**config.mk**
```make
export PLATFORM = sky130hd
export DESIGN_NAME = cpu_prog_loader_flat
export DESIGN_NICKNAME = d
export VERILOG_FILES = /design/src/rtl/cpu_prog_loader_pkg.sv /design/src/rtl/cpu_prog_loader_if.sv /design/src/rtl/cpu_prog_loader.sv /design/src/flat_wrapper.sv
export SDC_FILE = /design/constraint.sdc
export NUM_CORES = 1
export LEC_CHECK = 0
export ABC_AREA = 1
export CAP_MARGIN = 20
export CORE_MARGIN = 2
export CORE_UTILIZATION = 51
export CTS_CLUSTER_DIAMETER = 120
export DETAILED_ROUTE_END_ITERATION = 6
export PLACE_DENSITY = 0.91
export SKIP_LAST_GASP = 1
export SYNTH_ARGS = -nofsm -noshare
export SYNTH_HDL_FRONTEND = slang
export SYNTH_SLANG_ARGS = --single-unit
```
**constraint.sdc**
```tcl
create_clock -name clk -period 1.65 [get_ports clk]
set_input_delay 0.2475 -clock clk [delete_from_list [all_inputs] [get_ports clk]]
set_output_delay 0.2475 -clock clk [all_outputs]
set_load 0.05 [all_outputs]
```
**src/rtl/cpu_prog_loader_pkg.sv**
```systemverilog
// Shared definitions for the CPU program loader: command bytes of the host framing protocol
// and the loader FSM state encoding.
package cpu_prog_loader_pkg;

  // Host command bytes (ASCII 'I', 'D', 'R').
  localparam logic [7:0] CMD_I = 8'h49;  // load instruction memory
  localparam logic [7:0] CMD_D = 8'h44;  // load data memory
  localparam logic [7:0] CMD_R = 8'h52;  // run CPU until halt or timeout

  typedef enum logic [2:0] {
    StIdle,
    StAddr,
    StCount,
    StHi,
    StLo,
    StWrite,
    StRun
  } state_e;

  // States in which the loader consumes stream bytes; WRITE and RUN stall the stream.
  function automatic logic accepts_bytes(state_e st);
    return (st != StWrite) && (st != StRun);
  endfunction

endpackage

```
**src/rtl/cpu_prog_loader_if.sv**
```systemverilog
// Bundle of all loader-side signals: byte stream in, external memory write port out,
// CPU control/result, and host-visible status.
//   master : the loader (drives rx_ready, ex_*, cpu_rst_n and status)
//   slave  : the environment (drives rx_data/rx_valid and the CPU result inputs)
interface cpu_prog_loader_if #(
  parameter int unsigned AW = 8,
  parameter int unsigned DW = 16
) ();

  // Byte stream
  logic [7:0]    rx_data;
  logic          rx_valid;
  logic          rx_ready;
  // Instruction / data memory load port
  logic          ex_iwe;
  logic [AW-1:0] ex_iaddr;
  logic [DW-1:0] ex_idata;
  logic          ex_dwe;
  logic [AW-1:0] ex_daddr;
  logic [DW-1:0] ex_ddata;
  // CPU control and result
  logic          cpu_rst_n;
  logic [DW-1:0] cpu_out_r;
  logic          cpu_done;
  // Host status
  logic          busy;
  logic          run_done;
  logic          timeout;
  logic          cmd_err;
  logic          out_valid;
  logic [DW-1:0] out_data;
  logic [15:0]   cycle_count;

  modport master (
    input  rx_data, rx_valid, cpu_out_r, cpu_done,
    output rx_ready, ex_iwe, ex_iaddr, ex_idata, ex_dwe, ex_daddr, ex_ddata, cpu_rst_n,
    output busy, run_done, timeout, cmd_err, out_valid, out_data, cycle_count
  );

  modport slave (
    output rx_data, rx_valid, cpu_out_r, cpu_done,
    input  rx_ready, ex_iwe, ex_iaddr, ex_idata, ex_dwe, ex_daddr, ex_ddata, cpu_rst_n,
    input  busy, run_done, timeout, cmd_err, out_valid, out_data, cycle_count
  );

endinterface

```
**src/rtl/cpu_prog_loader.sv**
```systemverilog
// Host-side driver of the CPU external load port. Parses a framed byte stream
//   CMD ['I'|'D'] ADDR COUNT {HI LO}xCOUNT   -> writes instruction or data memory
//   CMD 'R'                                  -> releases CPU reset until halt or timeout
// and latches the CPU's Out_R result and cycle count.
// Ports:
//   clk, rst_n : clock, asynchronous active-low reset
//   bus        : cpu_prog_loader_if master modport (stream, memory write port, CPU control,
//                status: busy/run_done/timeout/cmd_err/out_valid/out_data/cycle_count)
// All outputs are registered.
module cpu_prog_loader
  import cpu_prog_loader_pkg::*;
#(
  parameter int unsigned MAX_CYCLES = 16'hFFFF,
  parameter int unsigned AW         = 8,
  parameter int unsigned DW         = 16
) (
  input  logic                clk,
  input  logic                rst_n,
  cpu_prog_loader_if.master   bus
);

  localparam logic [15:0] LastCycle = 16'(MAX_CYCLES - 1);

  state_e        state_q, state_d;
  logic          rx_ready_q, rx_ready_d;
  logic          sel_dmem_q, sel_dmem_d;    // 1: current frame targets data memory
  logic [AW-1:0] addr_q, addr_d;
  logic [8:0]    words_q, words_d;          // words remaining, 256 representable
  logic [7:0]    hi_q, hi_d;
  logic          iwe_q, iwe_d;
  logic [AW-1:0] iaddr_q, iaddr_d;
  logic [DW-1:0] idata_q, idata_d;
  logic          dwe_q, dwe_d;
  logic [AW-1:0] daddr_q, daddr_d;
  logic [DW-1:0] ddata_q, ddata_d;
  logic          cpu_rst_n_q, cpu_rst_n_d;
  logic          busy_q, busy_d;
  logic          run_done_q, run_done_d;
  logic          timeout_q, timeout_d;
  logic          cmd_err_q, cmd_err_d;
  logic          out_valid_q, out_valid_d;
  logic [DW-1:0] out_data_q, out_data_d;
  logic [15:0]   cycle_count_q, cycle_count_d;

  logic          take;

  assign take = bus.rx_valid & rx_ready_q;

  always_comb begin
    state_d       = state_q;
    sel_dmem_d    = sel_dmem_q;
    addr_d        = addr_q;
    words_d       = words_q;
    hi_d          = hi_q;
    iwe_d         = 1'b0;
    iaddr_d       = iaddr_q;
    idata_d       = idata_q;
    dwe_d         = 1'b0;
    daddr_d       = daddr_q;
    ddata_d       = ddata_q;
    cpu_rst_n_d   = cpu_rst_n_q;
    run_done_d    = run_done_q;
    timeout_d     = timeout_q;
    cmd_err_d     = cmd_err_q;
    out_valid_d   = 1'b0;
    out_data_d    = out_data_q;
    cycle_count_d = cycle_count_q;

    unique case (state_q)
      StIdle: begin
        if (take) begin
          run_done_d = 1'b0;
          timeout_d  = 1'b0;
          cmd_err_d  = 1'b0;
          case (bus.rx_data)
            CMD_I: begin
              sel_dmem_d = 1'b0;
              state_d    = StAddr;
            end
            CMD_D: begin
              sel_dmem_d = 1'b1;
              state_d    = StAddr;
            end
            CMD_R: begin
              cycle_count_d = '0;
              cpu_rst_n_d   = 1'b1;
              state_d       = StRun;
            end
            default: cmd_err_d = 1'b1;
          endcase
        end
      end
      StAddr: begin
        if (take) begin
          addr_d  = AW'(bus.rx_data);
          state_d = StCount;
        end
      end
      StCount: begin
        if (take) begin
          words_d = (bus.rx_data == 8'h00) ? 9'd256 : {1'b0, bus.rx_data};
          state_d = StHi;
        end
      end
      StHi: begin
        if (take) begin
          hi_d    = bus.rx_data;
          state_d = StLo;
        end
      end
      StLo: begin
        // Strobe is registered, so it is visible exactly during the WRITE cycle.
        if (take) begin
          if (sel_dmem_q) begin
            dwe_d   = 1'b1;
            daddr_d = addr_q;
            ddata_d = DW'({hi_q, bus.rx_data});
          end else begin
            iwe_d   = 1'b1;
            iaddr_d = addr_q;
            idata_d = DW'({hi_q, bus.rx_data});
          end
          state_d = StWrite;
        end
      end
      StWrite: begin
        addr_d  = addr_q + 1'b1;
        words_d = words_q - 9'd1;
        state_d = (words_q == 9'd1) ? StIdle : StHi;
      end
      StRun: begin
        cycle_count_d = cycle_count_q + 16'd1;
        // A zero Out_R is indistinguishable from "no output" and is ignored.
        if (bus.cpu_out_r != '0) begin
          out_data_d  = bus.cpu_out_r;
          out_valid_d = 1'b1;
        end
        // Halt takes priority over the cycle limit.
        if (bus.cpu_done) begin
          run_done_d  = 1'b1;
          cpu_rst_n_d = 1'b0;
          state_d     = StIdle;
        end else if (cycle_count_q == LastCycle) begin
          timeout_d   = 1'b1;
          cpu_rst_n_d = 1'b0;
          state_d     = StIdle;
        end
      end
      default: begin
        cpu_rst_n_d = 1'b0;
        state_d     = StIdle;
      end
    endcase

    rx_ready_d = accepts_bytes(state_d);
    busy_d     = (state_d != StIdle);
  end

  always_ff @(posedge clk or negedge rst_n) begin
    if (!rst_n) begin
      state_q       <= StIdle;
      rx_ready_q    <= 1'b1;
      sel_dmem_q    <= 1'b0;
      addr_q        <= '0;
      words_q       <= '0;
      hi_q          <= '0;
      iwe_q         <= 1'b0;
      iaddr_q       <= '0;
      idata_q       <= '0;
      dwe_q         <= 1'b0;
      daddr_q       <= '0;
      ddata_q       <= '0;
      cpu_rst_n_q   <= 1'b0;
      busy_q        <= 1'b0;
      run_done_q    <= 1'b0;
      timeout_q     <= 1'b0;
      cmd_err_q     <= 1'b0;
      out_valid_q   <= 1'b0;
      out_data_q    <= '0;
      cycle_count_q <= '0;
    end else begin
      state_q       <= state_d;
      rx_ready_q    <= rx_ready_d;
      sel_dmem_q    <= sel_dmem_d;
      addr_q        <= addr_d;
      words_q       <= words_d;
      hi_q          <= hi_d;
      iwe_q         <= iwe_d;
      iaddr_q       <= iaddr_d;
      idata_q       <= idata_d;
      dwe_q         <= dwe_d;
      daddr_q       <= daddr_d;
      ddata_q       <= ddata_d;
      cpu_rst_n_q   <= cpu_rst_n_d;
      busy_q        <= busy_d;
      run_done_q    <= run_done_d;
      timeout_q     <= timeout_d;
      cmd_err_q     <= cmd_err_d;
      out_valid_q   <= out_valid_d;
      out_data_q    <= out_data_d;
      cycle_count_q <= cycle_count_d;
    end
  end

  assign bus.rx_ready    = rx_ready_q;
  assign bus.ex_iwe      = iwe_q;
  assign bus.ex_iaddr    = iaddr_q;
  assign bus.ex_idata    = idata_q;
  assign bus.ex_dwe      = dwe_q;
  assign bus.ex_daddr    = daddr_q;
  assign bus.ex_ddata    = ddata_q;
  assign bus.cpu_rst_n   = cpu_rst_n_q;
  assign bus.busy        = busy_q;
  assign bus.run_done    = run_done_q;
  assign bus.timeout     = timeout_q;
  assign bus.cmd_err     = cmd_err_q;
  assign bus.out_valid   = out_valid_q;
  assign bus.out_data    = out_data_q;
  assign bus.cycle_count = cycle_count_q;

endmodule

```
**src/flat_wrapper.sv**
```systemverilog
// flat-port wrapper written by rule: the top's interface ports become plain ports
module cpu_prog_loader_flat import cpu_prog_loader_pkg::*;
#(
  parameter int unsigned MAX_CYCLES = 16'hFFFF,
  parameter int unsigned AW         = 8,
  parameter int unsigned DW         = 16
)
  (clk, rst_n, bus_rx_data, bus_rx_valid, bus_cpu_out_r, bus_cpu_done, bus_rx_ready, bus_ex_iwe, bus_ex_iaddr, bus_ex_idata, bus_ex_dwe, bus_ex_daddr, bus_ex_ddata, bus_cpu_rst_n, bus_busy, bus_run_done, bus_timeout, bus_cmd_err, bus_out_valid, bus_out_data, bus_cycle_count);
  cpu_prog_loader_if #(.AW(AW), .DW(DW)) bus_i ();
  input  logic clk;
  input  logic rst_n;
  input wire logic [$bits(bus_i.rx_data)-1:0] bus_rx_data;
  input wire logic [$bits(bus_i.rx_valid)-1:0] bus_rx_valid;
  input wire logic [$bits(bus_i.cpu_out_r)-1:0] bus_cpu_out_r;
  input wire logic [$bits(bus_i.cpu_done)-1:0] bus_cpu_done;
  output wire logic [$bits(bus_i.rx_ready)-1:0] bus_rx_ready;
  output wire logic [$bits(bus_i.ex_iwe)-1:0] bus_ex_iwe;
  output wire logic [$bits(bus_i.ex_iaddr)-1:0] bus_ex_iaddr;
  output wire logic [$bits(bus_i.ex_idata)-1:0] bus_ex_idata;
  output wire logic [$bits(bus_i.ex_dwe)-1:0] bus_ex_dwe;
  output wire logic [$bits(bus_i.ex_daddr)-1:0] bus_ex_daddr;
  output wire logic [$bits(bus_i.ex_ddata)-1:0] bus_ex_ddata;
  output wire logic [$bits(bus_i.cpu_rst_n)-1:0] bus_cpu_rst_n;
  output wire logic [$bits(bus_i.busy)-1:0] bus_busy;
  output wire logic [$bits(bus_i.run_done)-1:0] bus_run_done;
  output wire logic [$bits(bus_i.timeout)-1:0] bus_timeout;
  output wire logic [$bits(bus_i.cmd_err)-1:0] bus_cmd_err;
  output wire logic [$bits(bus_i.out_valid)-1:0] bus_out_valid;
  output wire logic [$bits(bus_i.out_data)-1:0] bus_out_data;
  output wire logic [$bits(bus_i.cycle_count)-1:0] bus_cycle_count;
  assign bus_i.rx_data = bus_rx_data;
  assign bus_i.rx_valid = bus_rx_valid;
  assign bus_i.cpu_out_r = bus_cpu_out_r;
  assign bus_i.cpu_done = bus_cpu_done;
  assign bus_rx_ready = bus_i.rx_ready;
  assign bus_ex_iwe = bus_i.ex_iwe;
  assign bus_ex_iaddr = bus_i.ex_iaddr;
  assign bus_ex_idata = bus_i.ex_idata;
  assign bus_ex_dwe = bus_i.ex_dwe;
  assign bus_ex_daddr = bus_i.ex_daddr;
  assign bus_ex_ddata = bus_i.ex_ddata;
  assign bus_cpu_rst_n = bus_i.cpu_rst_n;
  assign bus_busy = bus_i.busy;
  assign bus_run_done = bus_i.run_done;
  assign bus_timeout = bus_i.timeout;
  assign bus_cmd_err = bus_i.cmd_err;
  assign bus_out_valid = bus_i.out_valid;
  assign bus_out_data = bus_i.out_data;
  assign bus_cycle_count = bus_i.cycle_count;
  cpu_prog_loader #(.MAX_CYCLES(MAX_CYCLES), .AW(AW), .DW(DW)) u_core (.clk(clk), .rst_n(rst_n), .bus(bus_i));
endmodule
```
==> flow_metrics.env <==
export IMPL_period_share_pct=98.6
export IMPL_grt_pass1_wl_um=23700
export IMPL_fin_skew_ns=0.00635
export IMPL_synth_area_um2=5510
export IMPL_run_status="complete, no violations"
export IMPL_drtIter0Drc=423
export IMPL_p_per_area_nw_per_um2=2110
export IMPL_rows=37
export IMPL_netlist_instances=639
export IMPL_die_h_um=108
export IMPL_tns_ns=0
export IMPL_r2r_start="u_core.bus.cycle_count[0]$_DFFE_PN0P_"
export IMPL_fp_dieW_um=108
export IMPL_slew_violations=0
export IMPL_hold_viol_final=0
export IMPL_clkLatencyLatePin_ns=0.52
export IMPL_start_util_pct=52.9
export IMPL_whs_ns=0.225
export IMPL_synthMuxAreaShare_pct=0
export IMPL_antenna_found_initial=0
export IMPL_ys_types=37
export IMPL_r2r_end="u_core.bus.busy$_DFF_PN0_"
export IMPL_firstDrtPassIters=5
export IMPL_coreArea_um2=10400
export IMPL_pin_count=117
export IMPL_vdd_drop_max_mv=1.28
export IMPL_drc=0
export IMPL_cts_made_buffers=17
export IMPL_synthSimpleGateAreaFrac_pct=22.9
export IMPL_cp_start_kind="flop"
export IMPL_fin_nets=839
export IMPL_endpoint_kind="output pin"
export IMPL_antenna_diode_count=0
export IMPL_port_buffer_count=116
export IMPL_synth_fa_ha_area_share_pct=1.13
export IMPL_cap_viol_max_count=0
export IMPL_power_uw=16000
export IMPL_finalSetupViolCount=0
export IMPL_dp_cells=916
export IMPL_clockRootBuffer="clkbuf_8"
export IMPL_synth_compound_area_share_pct=12.9
export IMPL_cts_sinks=118
export IMPL_vias=5119
export IMPL_grt_remaining_overflow=0
export IMPL_ant_nets=0
export IMPL_total_leakage_power_uw=0.00383
export IMPL_ys_seq_area_share_pct=53.6
export IMPL_critPathKind="reg2out"
export IMPL_slew_headroom_pct=69.7
export IMPL_finalCriticalPeriod_ns=1.63
export IMPL_postSynthAreaPerCell_um2=8.63
export IMPL_post_dp_hpwl_um=10500
export IMPL_grt_max_degree=43
export IMPL_tightest_slew_ns=0.455
export IMPL_ys_ff_latch=118
export IMPL_cts_buffer_depth=2
export IMPL_cts_tree="built"
export IMPL_rsz0062_at_grt="true"
export IMPL_yosysWarnings=0
export IMPL_path_clk_slew_ns=0.06
export IMPL_cp_data_arrival_time_ns=1.38
export IMPL_areaGrowthSynthToFinish_pct=37.4
export IMPL_grt_pass1_vias=4927
export IMPL_synth_nets=672
export IMPL_worst_slack_ns=0.0235
export IMPL_cp_required_ns=1.40
export IMPL_preCtsSetupSlack_ns=-0.178
export IMPL_wl_per_cell_um=15.4
export IMPL_hp_class="in2async"
export IMPL_drt_vias_per_instance=5.36
export IMPL_yosys_area_share_xor_xnor_pct=1.59
export IMPL_dieArea_um2=11700
export IMPL_reg2reg_setup_slack_ns=0.05
export IMPL_drive_above_1_share_pct=28.2
export IMPL_grt_usage_pct=26.3
export IMPL_crit_fanout=3
export IMPL_stdcell_count=955
export IMPL_ff2ff_path_depth=9
export IMPL_cts_max_level=4
export IMPL_routabilityCongestion=0.921
export IMPL_drt_wl_total_um=14700
export IMPL_synth_top_family_by_area="simple AND/OR/NAND/NOR gates"
export IMPL_fmax_mhz=615
-- critical path, stage by stage (launching register included) --
cell     delay (ns)
dfrtp_2        0.42
buf_4          0.13
buf_4          0.12
buf_4          0.18
-- flip-flops by register name, summed over array words and instances, names as in the netlist, 9 cells and up --
| signal | cells |
|---|---|
| u_core.bus.cycle_count | 16 |
| u_core.bus.ex_ddata | 16 |
| u_core.bus.ex_idata | 16 |
| u_core.bus.out_data | 16 |
| u_core.words_q | 9 |
-- metrics by stage --
| stage | util (%) | instance area, µm² |
|---|---|---|
| floorplan | - | 5520 |
| global route | 72.7 | 7580 |
| CTS | 72.1 | 7510 |
| detailed placement | 66.3 | 6910 |
| global placement | 66.3 | 6910 |
| finish | 72.7 | 7580 |
-- per-layer routing --
| metal | up-vias | share of wire [%] | global-route usage [%] |
|---|---|---|---|
| met1 | 2463 | 41 | 34.3 |
| li1 | 2417 | - | - |
| met3 | 16 | 7.3 | 6.03 |
| met4 | 0 | 1.1 | 6.78 |
| met5 | - | 0 | 0 |
| met2 | 223 | 50 | 44.5 |
-- area by class of cell --
class | count | area [µm²]
Timing Repair Buffer | 167 | 1410
Sequential cell | 118 | 2960
Multi-Input combinational cell | 423 | 2150
Clock inverter | 11 | 123
Tap cell | 136 | 170
Inverter | 79 | 299
Clock buffer | 21 | 459
Fill cell | 705 | 2840
-- power breakdown --
part | internal, µW | switching (µW)
Clock | 2270 | 1340
Sequential | 3990 | 862
Combinational | 2400 | 5110
Total | 8660 | 7310
-- worst max path at each step --
stage	start	to	cells after the start
6_report	u_core.bus.cycle_count[0]$_DFFE_PN0P_	bus_cycle_count[0]	3
5_1_grt	u_core.bus.cycle_count[0]$_DFFE_PN0P_	u_core.bus.rx_ready$_DFF_PN1_	10
4_1_cts	u_core.bus.cycle_count[0]$_DFFE_PN0P_	u_core.bus.busy$_DFF_PN0_	9
3_5_place_dp	bus_cpu_out_r[1]	u_core.bus.out_data[6]$_DFFE_PN0P_	7
3_3_place_gp	bus_cpu_out_r[1]	u_core.bus.out_data[6]$_DFFE_PN0P_	7
2_1_floorplan	u_core.bus.rx_ready$_DFF_PN1_	u_core.bus.ex_iaddr[0]$_DFFE_PN0P_	9
-- placed cells by master, fill, tap and decap left out, drive strengths merged, types with 4 or more instances in the layout --
cell and instances:
a21oi 10, a31oi 4, buf 140, clkbuf 21
clkdlybuf4s50 26, clkinv 4, clkinvlp 4, dfrtp 117
ha 5, inv 80, nand2 188, nand3 23
nand4 10, nor2 51, nor3 13, o211ai 5
o21ai 87, o22ai 7, xor2 9
-- Yosys cell counts --
master,number,area share [%]
nand2_1,179,12
dfrtp_1,117,53
inv_1,72,4.9
o21ai_0,55,5.0
nor2_1,40,2.7
nand3_1,22,2.0
o21ai_1,19,1.7
o21ai_2,13,2.1
nor3_1,12,1.1
a21oi_1,10,0.91
nand4_1,10,1.1
xor2_1,9,1.4
buf_2,7,0.64
buf_6,7,1.4
nor2_4,7,1.4
o22ai_1,7,0.79
inv_2,6,0.41
nand2_2,6,0.68
ha_1,5,1.1
o211ai_1,5,0.68
a31oi_1,4,0.45
nor2_2,4,0.45
clkbuf_1,3,0.20
nand2_4,3,0.61
a22oi_1,2,0.27
buf_4,2,0.27
nor4_1,2,0.23
o21bai_1,2,0.27
a31o_2,1,0.16
clkinv_1,1,0.068
dfstp_2,1,0.48
nand3_2,1,0.18
nor3_2,1,0.18
o221ai_1,1,0.16
o221ai_2,1,0.27
o31ai_1,1,0.14
xnor2_1,1,0.16
-- what timing repair did --
item	in CTS	in global routing
pin swaps	2	8
setup endpoints to repair	2	11
gates resized for setup	2	10
hold buffers	1	0
endpoints found under the hold margin	26	0
setup buffers	1	5
-- cells by family (layout without fill, tap and decap cells) --
logic type | Yosys count | in the layout
compound gates | 121 | 121
xor+xnor | 10 | 10
simple gates | 287 | 287
buf+inv | 98 | 278
flops | 118 | 118
fa+ha+maj | 5 | 5
No activity file was read; power rests on OpenSTA's default activity.
